**src/rtl/fifo_pkg.sv**
```systemverilog
`default_nettype none
// +------------------------------------------------------------------+
// | fifo_pkg : shared widths and read-mode constants for fifo_sync   |
// | Rev 1.0                                                          |
// +------------------------------------------------------------------+
package fifo_pkg;

  localparam int FWFT_OFF = 0;
  localparam int FWFT_ON  = 1;

  // Ceiling log2 usable in constant expressions; clog2(1) is 0.
  function automatic int clog2(input int value);
    int res;
    int rem;
    res = 0;
    rem = value - 1;
    while (rem > 0) begin
      res = res + 1;
      rem = rem >> 1;
    end
    return res;
  endfunction

endpackage
`default_nettype wire

```
**src/rtl/fifo_sync_param_if.sv**
```systemverilog
`default_nettype none
// +------------------------------------------------------------------+
// | fifo_sync_param_if : producer/consumer bus of fifo_sync_param    |
// | Rev 1.0                                                          |
// +------------------------------------------------------------------+
interface fifo_sync_param_if
  import fifo_pkg::*;
#(
  parameter int WIDTH = 32,
  parameter int DEPTH = 8
);
  localparam int CW = clog2(DEPTH) + 1;

  logic [WIDTH-1:0] data_in;
  logic             put;
  logic             get;
  logic [WIDTH-1:0] data_out;
  logic [CW-1:0]    fillcount;
  logic             empty;
  logic             full;
  logic             almost_empty;
  logic             almost_full;
  logic             overflow;
  logic             underflow;

  modport master (
    output data_in, put, get,
    input  data_out, fillcount, empty, full,
           almost_empty, almost_full, overflow, underflow
  );

  modport slave (
    input  data_in, put, get,
    output data_out, fillcount, empty, full,
           almost_empty, almost_full, overflow, underflow
  );
endinterface
`default_nettype wire

```
**src/rtl/fifo_sync_ctrl.sv**
```systemverilog
`default_nettype none
// +------------------------------------------------------------------+
// | fifo_sync_ctrl : pointers, fill counter and registered flags     |
// | Rev 1.0                                                          |
// +------------------------------------------------------------------+
module fifo_sync_ctrl
  import fifo_pkg::*;
#(
  parameter  int DEPTH    = 8,
  parameter  int AF_LEVEL = DEPTH - 2,
  parameter  int AE_LEVEL = 2,
  localparam int PW       = clog2(DEPTH),
  localparam int CW       = PW + 1
) (
  input  wire logic          clk,
  input  wire logic          reset,
  input  wire logic          i_put,
  input  wire logic          i_get,
  output logic               o_wr_en,
  output logic               o_rd_en,
  output logic [PW-1:0]      o_wr_ptr,
  output logic [PW-1:0]      o_rd_ptr,
  output logic [CW-1:0]      o_fillcount,
  output logic               o_empty,
  output logic               o_full,
  output logic               o_almost_empty,
  output logic               o_almost_full,
  output logic               o_overflow,
  output logic               o_underflow
);
  logic [PW-1:0] r_wr_ptr;
  logic [PW-1:0] r_rd_ptr;
  logic [CW-1:0] r_count;
  logic [CW-1:0] w_count_nxt;
  logic          r_empty, r_full, r_ae, r_af, r_ovf, r_udf;
  logic          w_wr_en, w_rd_en;

  // Enables are gated by reset so the storage array ignores a put during reset.
  assign w_wr_en = reset & i_put & (~r_full | i_get);
  assign w_rd_en = reset & i_get & ~r_empty;

  always_comb begin
    w_count_nxt = r_count;
    case ({w_wr_en, w_rd_en})
      2'b10:   w_count_nxt = r_count + CW'(1);
      2'b01:   w_count_nxt = r_count - CW'(1);
      default: w_count_nxt = r_count;
    endcase
  end

  always_ff @(posedge clk) begin
    if (!reset) begin
      r_wr_ptr <= '0;
      r_rd_ptr <= '0;
      r_count  <= '0;
      r_empty  <= 1'b1;
      r_full   <= 1'b0;
      r_ae     <= 1'b1;
      r_af     <= 1'b0;
      r_ovf    <= 1'b0;
      r_udf    <= 1'b0;
    end else begin
      if (w_wr_en) r_wr_ptr <= r_wr_ptr + PW'(1);
      if (w_rd_en) r_rd_ptr <= r_rd_ptr + PW'(1);
      r_count <= w_count_nxt;
      r_empty <= (w_count_nxt == '0);
      r_full  <= (w_count_nxt == CW'(DEPTH));
      r_ae    <= (int'(w_count_nxt) <= AE_LEVEL);
      r_af    <= (int'(w_count_nxt) >= AF_LEVEL);
      r_ovf   <= i_put & r_full & ~i_get;
      r_udf   <= i_get & r_empty;
    end
  end

  assign o_wr_en        = w_wr_en;
  assign o_rd_en        = w_rd_en;
  assign o_wr_ptr       = r_wr_ptr;
  assign o_rd_ptr       = r_rd_ptr;
  assign o_fillcount    = r_count;
  assign o_empty        = r_empty;
  assign o_full         = r_full;
  assign o_almost_empty = r_ae;
  assign o_almost_full  = r_af;
  assign o_overflow     = r_ovf;
  assign o_underflow    = r_udf;
endmodule
`default_nettype wire

```
**src/rtl/fifo_sync_param.sv**
```systemverilog
`default_nettype none
// +------------------------------------------------------------------+
// | fifo_sync_param : single-clock FIFO, storage array and read path |
// | Rev 1.0                                                          |
// +------------------------------------------------------------------+
module fifo_sync_param
  import fifo_pkg::*;
#(
  parameter int WIDTH    = 32,
  parameter int DEPTH    = 8,
  parameter int AF_LEVEL = DEPTH - 2,
  parameter int AE_LEVEL = 2,
  parameter int FWFT     = FWFT_OFF
) (
  input wire logic          clk,
  input wire logic          reset,
  fifo_sync_param_if.slave  bus
);
  localparam int PW = clog2(DEPTH);

  generate
    if ((DEPTH < 2) || ((DEPTH & (DEPTH - 1)) != 0)) begin : g_bad_depth
      $error("fifo_sync_param: DEPTH must be a power of 2 and >= 2");
    end
    if (AF_LEVEL > DEPTH) begin : g_bad_af
      $error("fifo_sync_param: AF_LEVEL must not exceed DEPTH");
    end
    if (AE_LEVEL >= DEPTH) begin : g_bad_ae
      $error("fifo_sync_param: AE_LEVEL must be below DEPTH");
    end
  endgenerate

  logic             w_wr_en, w_rd_en;
  logic [PW-1:0]    w_wr_ptr, w_rd_ptr;
  logic [WIDTH-1:0] r_mem [DEPTH];

  fifo_sync_ctrl #(
    .DEPTH    (DEPTH),
    .AF_LEVEL (AF_LEVEL),
    .AE_LEVEL (AE_LEVEL)
  ) u_ctrl (
    .clk            (clk),
    .reset          (reset),
    .i_put          (bus.put),
    .i_get          (bus.get),
    .o_wr_en        (w_wr_en),
    .o_rd_en        (w_rd_en),
    .o_wr_ptr       (w_wr_ptr),
    .o_rd_ptr       (w_rd_ptr),
    .o_fillcount    (bus.fillcount),
    .o_empty        (bus.empty),
    .o_full         (bus.full),
    .o_almost_empty (bus.almost_empty),
    .o_almost_full  (bus.almost_full),
    .o_overflow     (bus.overflow),
    .o_underflow    (bus.underflow)
  );

  always_ff @(posedge clk) begin
    if (w_wr_en) r_mem[w_wr_ptr] <= bus.data_in;
  end

  generate
    if (FWFT == FWFT_ON) begin : g_fwft
      // Head word is always visible; meaningless while empty.
      assign bus.data_out = r_mem[w_rd_ptr];
    end else begin : g_std
      logic [WIDTH-1:0] r_dout;
      always_ff @(posedge clk) begin
        if (!reset)       r_dout <= '0;
        else if (w_rd_en) r_dout <= r_mem[w_rd_ptr];
      end
      assign bus.data_out = r_dout;
    end
  endgenerate
endmodule
`default_nettype wire

```
**src/flat_wrapper.sv**
```systemverilog
// flat-port wrapper written by rule: the top's interface ports become plain ports
module fifo_sync_param_flat import fifo_pkg::*;
#(
  parameter int WIDTH    = 32,
  parameter int DEPTH    = 8,
  parameter int AF_LEVEL = DEPTH - 2,
  parameter int AE_LEVEL = 2,
  parameter int FWFT     = FWFT_OFF
)
  (clk, reset, bus_data_in, bus_put, bus_get, bus_data_out, bus_fillcount, bus_empty, bus_full, bus_almost_empty, bus_almost_full, bus_overflow, bus_underflow);
  fifo_sync_param_if #(.WIDTH(WIDTH), .DEPTH(DEPTH)) bus_i ();
  input wire logic clk;
  input wire logic reset;
  input wire logic [$bits(bus_i.data_in)-1:0] bus_data_in;
  input wire logic [$bits(bus_i.put)-1:0] bus_put;
  input wire logic [$bits(bus_i.get)-1:0] bus_get;
  output wire logic [$bits(bus_i.data_out)-1:0] bus_data_out;
  output wire logic [$bits(bus_i.fillcount)-1:0] bus_fillcount;
  output wire logic [$bits(bus_i.empty)-1:0] bus_empty;
  output wire logic [$bits(bus_i.full)-1:0] bus_full;
  output wire logic [$bits(bus_i.almost_empty)-1:0] bus_almost_empty;
  output wire logic [$bits(bus_i.almost_full)-1:0] bus_almost_full;
  output wire logic [$bits(bus_i.overflow)-1:0] bus_overflow;
  output wire logic [$bits(bus_i.underflow)-1:0] bus_underflow;
  assign bus_i.data_in = bus_data_in;
  assign bus_i.put = bus_put;
  assign bus_i.get = bus_get;
  assign bus_data_out = bus_i.data_out;
  assign bus_fillcount = bus_i.fillcount;
  assign bus_empty = bus_i.empty;
  assign bus_full = bus_i.full;
  assign bus_almost_empty = bus_i.almost_empty;
  assign bus_almost_full = bus_i.almost_full;
  assign bus_overflow = bus_i.overflow;
  assign bus_underflow = bus_i.underflow;
  fifo_sync_param #(.WIDTH(WIDTH), .DEPTH(DEPTH), .AF_LEVEL(AF_LEVEL), .AE_LEVEL(AE_LEVEL), .FWFT(FWFT)) u_core (.clk(clk), .reset(reset), .bus(bus_i));
endmodule
```
**config.mk**
```make
export PLATFORM = sky130hd
export DESIGN_NAME = fifo_sync_param_flat
export DESIGN_NICKNAME = d
export VERILOG_FILES = /design/src/rtl/fifo_pkg.sv /design/src/rtl/fifo_sync_param_if.sv /design/src/rtl/fifo_sync_ctrl.sv /design/src/rtl/fifo_sync_param.sv /design/src/flat_wrapper.sv
export SDC_FILE = /design/constraint.sdc
export NUM_CORES = 1
export LEC_CHECK = 0
export BUFFER_PORTS_ARGS = -buffer_cell sky130_fd_sc_hd__buf_2
export CORE_MARGIN = 5
export CORE_UTILIZATION = 45
export CTS_CLUSTER_DIAMETER = 60
export CTS_CLUSTER_SIZE = 25
export DETAILED_ROUTE_END_ITERATION = 12
export SLEW_MARGIN = 30
export SYNTH_ARGS = -nofsm -noshare
export SYNTH_HDL_FRONTEND = slang
export SYNTH_HIERARCHICAL = 1
export SYNTH_SLANG_ARGS = --single-unit
```
**constraint.sdc**
```tcl
create_clock -name clk -period 4.54 [get_ports clk]
set_clock_uncertainty 0.05 [all_clocks]
set_input_delay 0.681 -clock clk [delete_from_list [all_inputs] [get_ports clk]]
set_output_delay 0.681 -clock clk [all_outputs]
set_load 0.01 [all_outputs]
```
# == Yosys cells after proc, flatten, opt, wreduce, memory -nomap -nowiden ==
# Memory sizes are Yosys's and may differ from the RTL's. A register that Yosys moved wholly into a read port is not among the register bits.
# Cells that the tools add are included.
# word_totals
input_bits,36
ram_bits,256
out_inout_bits,42
memories,1
reg_bits,16
# mem_list
name,depth,word_bits,rd,rd_ports_with_merged_regs,wr,line_no,text
u_core.r_mem,8,32,1,1,1,fifo_sync_param.sv:35,logic [WIDTH-1:0] r_mem [DEPTH];
# classes
reduce_logical,2
magnitude_cmp,2
n_bitwise,11
n_mux,3
n_eq_ne,3
n_addsub,4
# op_table
op,count
one-hot mux 4 bit (2 select lines),1
bitwise AND 1 bit,7
"adder 3 x 1 -> 3 bit, second input constant",2
"adder 4 x 1 -> 4 bit, second input constant",1
"== test 4 bit, second input constant",1
">= comparator 4 x 3 -> 1 bit, second input constant",1
"<= comparator 4 x 2 -> 1 bit, second input constant",1
zero test 4 bit,1
"subtractor 4 x 1 -> 4 bit, second input constant",1
NOT 1 bit,3
"== test 2 x 1 -> 1 bit, second input constant",1
"== test 2 bit, second input constant",1
two-way mux 1 bit,2
zero test 1 bit,1
OR 1 bit,1

# == Depth between registers and ports, before layout ==
# logic_depth
depth_word,6
depth_mapped,10

# == Cells and area by module ==
# The synthesis kept the hierarchy.
# modules_own_cells
mod,n_inst,cells_per_inst,area_per_inst_um2
fifo_sync_param,1,598,10834.1
fifo_sync_ctrl,1,76,755.7

# == Worst setup path after synthesis ==
# No wires, ideal clock.
# synth_path
path_kind,in2reg
startpoint,in bus_put
endpoint,mem u_core.r_mem[0][0] (enable)
t_arrival_ps,3461
path_slack_ps,568
path_buffers,1
required_time_ps,4029
stages,5
path_cell_list,and2_1 > and2_1 > clkbuf_1 > nand2b_1 > nor3_1
# synth_between
elab_chain_cells,4
# synth_lines
item,line_no,text
"start, declared",flat_wrapper.sv:15,input wire logic [$bits(bus_i.put)-1:0] bus_put;
bitwise AND 1 bit (2 in series),fifo_sync_ctrl.sv:39,assign w_wr_en = reset & i_put & (~r_full | i_get);
via u_core.w_wr_en,fifo_sync_param.sv:33,"logic w_wr_en, w_rd_en;"
two-way mux 1 bit,fifo_sync_param.sv:60,if (w_wr_en) r_mem[w_wr_ptr] <= bus.data_in;
two-way mux 1 bit (implied by the code),fifo_sync_param.sv:60,
"end, declared",fifo_sync_param.sv:35,
# The timed path passes the listed nets, and every way through them passes these cells.

# == Worst setup path after layout ==
# layout_path
startpoint,in reset
endpoint,"reg u_core.u_ctrl.r_empty, in the netlist u_core/u_ctrl/o_empty"
# layout_between
elab_chain_cells,5
elab_cells_between_ends,8
# layout_lines
item,line_no,text
"start, declared",flat_wrapper.sv:13,input wire logic reset;
bitwise AND 1 bit (*) (2 in series),fifo_sync_ctrl.sv:40,assign w_rd_en = reset & i_get & ~r_empty;
via u_core.w_rd_en,fifo_sync_param.sv:33,
== test 2 x 1 -> 1 bit or == test 2 bit (tied branches),fifo_sync_ctrl.sv:44,"case ({w_wr_en, w_rd_en})"
one-hot mux 4 bit (2 select lines) (*),fifo_sync_ctrl.sv:44,
zero test 4 bit (*),fifo_sync_ctrl.sv:66,r_empty <= (w_count_nxt == '0);
"end signal, assigned",fifo_sync_ctrl.sv:66,
"end, declared",fifo_sync_ctrl.sv:35,"logic r_empty, r_full, r_ae, r_af, r_ovf, r_udf;"
# Mark *: on every way through the listed nets, which the timed path passes. The rest lies on a longest branch.
# A chain may end at the register's enable or synchronous reset.

==> impl_metrics.tcl <==
set metrics [dict create \
    run_status "finished, final reports clean" \
    power.density_mw_per_mm2 423.1 \
    h-tree-depth 1 \
    nets 789 \
    syn_avg_cell_area_sq_um 17.20 \
    critPathMaxFanout 46 \
    fill_cells 2030 \
    grtUsageTotal_pct 16.06 \
    fin_cells 1091 \
    wl_mm 23.51 \
    clk_pin_slew_ns 0.08 \
    maxSlewHeadroom_pct 35.71 \
    ir_drop_mv 0.2241 \
    drive_above_1_share_pct 27.07 \
    power_w 0.005551 \
    rr_worst_depth 9 \
    crit_slowest_cell "or4b_1" \
    fmax_mhz 337.6 \
    ys_warn_count 6 \
    die_w_um 170.5 \
    start_kind "input port" \
    synthArstFlopShare_pct 0 \
    cts_buffer_depth 3 \
    io_buffers 77 \
    cpPeakStageDelay_ns 0.47 \
    seq_area_sq_mm 0.008652 \
    io_pins 78 \
    postCtsSetupRepairBufs 0 \
    antennaDiodeCount 0 \
    cp_cell_sequence "buf_2 -> buf_4 -> and3b_2 -> ha_1 -> fa_1 -> or3b_1 -> o32ai_2 -> or4b_1 -> nand3_1" \
    cts_tree "built" \
    whs_endpoint "u_core/r_mem[7][6]" \
    grt_pass1_vias 6293 \
    rsz0062_at_grt "false" \
    area_growth_pct 13.21 \
    rr_startpoint "u_core/u_ctrl/o_full" \
    multi_input_area_sq_mm 0.002763 \
    synth_edf_count 256 \
    hold_class "input port to flop" \
    synth_nets 716 \
    cts_buffers 20 \
    dieHeight_um 170.5 \
    tns_ns 0 \
    antenna_found_initial 2 \
    clock_sinks 304 \
    fin_crit_sh_pct 65.24 \
    syn_area_sq_mm 0.01159 \
    path_class "input port to flop" \
    critPathRequiredTime_ns 4.94 \
    grt_pass1_wl_mm 36.07 \
    grt_start_max_net_pins 68 \
    end_kind "flop" \
    cts-root-buf "clkbuf_16" \
    ff2ff_setup_slack_ns 1.84 \
    overflow 0 \
    clock_insertion_delay_worst_skew_ns 0.51 \
    whs_path_depth 1 \
    detail_route.wl_per_cell_um 21.55 \
    dp_cells 1055 \
    dieArea_sq_mm 0.02907 \
    yosys.area.top_type "edfxtp_1" \
    synth_seq_area_share_pct 74.62 \
    drc_errors 0 \
    tightestPinTransition_ns 0.9644 \
    dr.first_iter.drc_count 336 \
    yosys-top-cells-count "edfxtp_1 (256), mux2i_1 (65), mux2_2 (64)" \
    timing.rr.end "u_core/u_ctrl/o_empty" \
    setup-violations-final 0 \
    min_from "bus_data_in[6]" \
    critPathArrivalTime_ns 3.36 \
    dp_hpwl_mm 12.66 \
    synth.area.top_cells "edfxtp_1 (66%), dfxtp_1 (8.3%), mux2_2 (6.2%), mux2i_1 (5.6%), a221o_1 (1.6%)" \
    dr.pass1.iters 4 \
    slew_viol_final 0 \
    p_leak_nw 4.415 \
    synth_top_area_share_pct 66.33 \
    finalHoldViolations 0 \
    holdBufCountCts 0 \
    finalCriticalPeriod_ns 2.962 \
    syn_inst 674 \
    hold_ws_ns 0.3789 \
    cts_resized 0 \
    core-area_sq_mm 0.02525 \
    synth.distinct_cells 39 \
    initial_core_util_pct 45.89 \
    routabilityCongestion 0.7160 \
    maxCapViolations 0 \
    yosysMostFrequentCell "edfxtp_1" \
    antenna_left 0 \
    ys_ff_latch 304 \
    fp-row-count 58 \
    vias 6039 \
    dominantRegCellSynth "edfxtp_1" \
    avgViaCountPerCell 5.535 \
]
worst max-delay path by stage:
stage                  from               endpoint  slack [ns]  cells after the start
floorplan           bus_put     u_core/r_mem[0][0]        0.57                      5
global placement      reset  u_core/u_ctrl/o_empty        1.13                      9
detailed placement    reset  u_core/u_ctrl/o_empty        1.07                      9
CTS                   reset  u_core/u_ctrl/o_empty        1.61                      9
global route          reset  u_core/u_ctrl/o_empty        1.48                      9
finish                reset  u_core/u_ctrl/o_empty        1.58                      9
layout by cell type, fill, tap and decap left out, types with 3 or more instances in the layout:
cell and count:
nand2b_1 5, nor2b_1 3, ha_1 5, o221ai_1 13, o22ai_1 19, nor2_4 7
xnor2_1 4, o211ai_1 3, buf_2 77, nand3_1 3, dfxtp_1 47, inv_6 3
a22oi_1 13, mux2i_1 65, mux2_2 64, a221o_1 19, and2_1 6, clkbuf_16 21
nand2_1 10, a21oi_1 33, o21ai_0 36, buf_4 11, edfxtp_1 256, bufinv_16 3
inv_1 3
critical path, delay by kind of cell:
family	cells	cell delay, ns
adders and majority gates	2	0.72
and+or+nand+nor	4	1.23
buffers and inverters	2	0.53
AOI/OAI and AO/OA	1	0.18
layer usage:
| layer | part of all wire, % | vias up | GRT usage (%) | wire [um] |
|---|---|---|---|---|
| met5 | 0.098 | - | 0 | 23 |
| met4 | 1.8 | 4 | 4.132 | 430 |
| met3 | 3.9 | 35 | 2.555 | 906 |
| met2 | 51 | 114 | 28.39 | 12030 |
| met1 | 43 | 3066 | 20.77 | 10120 |
| li1 | - | 2820 | - | - |
sequential cells by signal (all words and copies together), names as in the netlist:
| register | count |
|---|---|
| u_core/u_ctrl/o_fillcount | 4 |
| u_core/u_ctrl/o_full | 1 |
| u_core/u_ctrl/o_wr_ptr | 3 |
| u_core/u_ctrl/o_rd_ptr | 3 |
| u_core/u_ctrl/o_almost_full | 1 |
| u_core/u_ctrl/o_empty | 1 |
| u_core/r_mem | 256 |
| u_core/bus.data_out | 32 |
| u_core/u_ctrl/o_underflow | 1 |
| u_core/u_ctrl/o_almost_empty | 1 |
| u_core/u_ctrl/o_overflow | 1 |
layout make-up:
type / count / share of cell area, %
clock buffers: 23 / 4.138
clock inverters: 13 / 1.497
inverters: 3 / 0.08582
multi-input cells: 327 / 21.05
flip-flops and latches: 304 / 65.94
well taps: 330 / 3.147
repair buffers: 91 / 4.138
cell families after synthesis:
logic type	count (synthesis)	synth area share [%]
AND/OR/NAND/NOR	47	2.246
flip-flops	304	74.62
XOR/XNOR	6	0.4534
AO/OA/AOI/OAI	139	7.935
multiplexers	129	11.83
adder cells (fa/ha/maj)	6	0.7125
buffers and inverters	43	2.202
per-stage QoR:
step	setup WS (ns)	utilization (%)	instance area [sq um]
2_1_floorplan	0.5676	-	11590
3_3_place_gp	1.127	48.81	12330
3_5_place_dp	1.068	49.03	12380
4_1_cts	1.607	51.96	13120
5_1_grt	1.479	51.96	13120
6_report	1.578	51.96	13120
report_power, final:
group	total (W)	leakage, nW	switching (W)	internal, W
registers	0.00313	2.70	0.0000550	0.00308
logic	0.000402	1.35	0.000212	0.000190
clock network	0.00201	0.363	0.000942	0.00107
(Power assumes the default switching activity.)
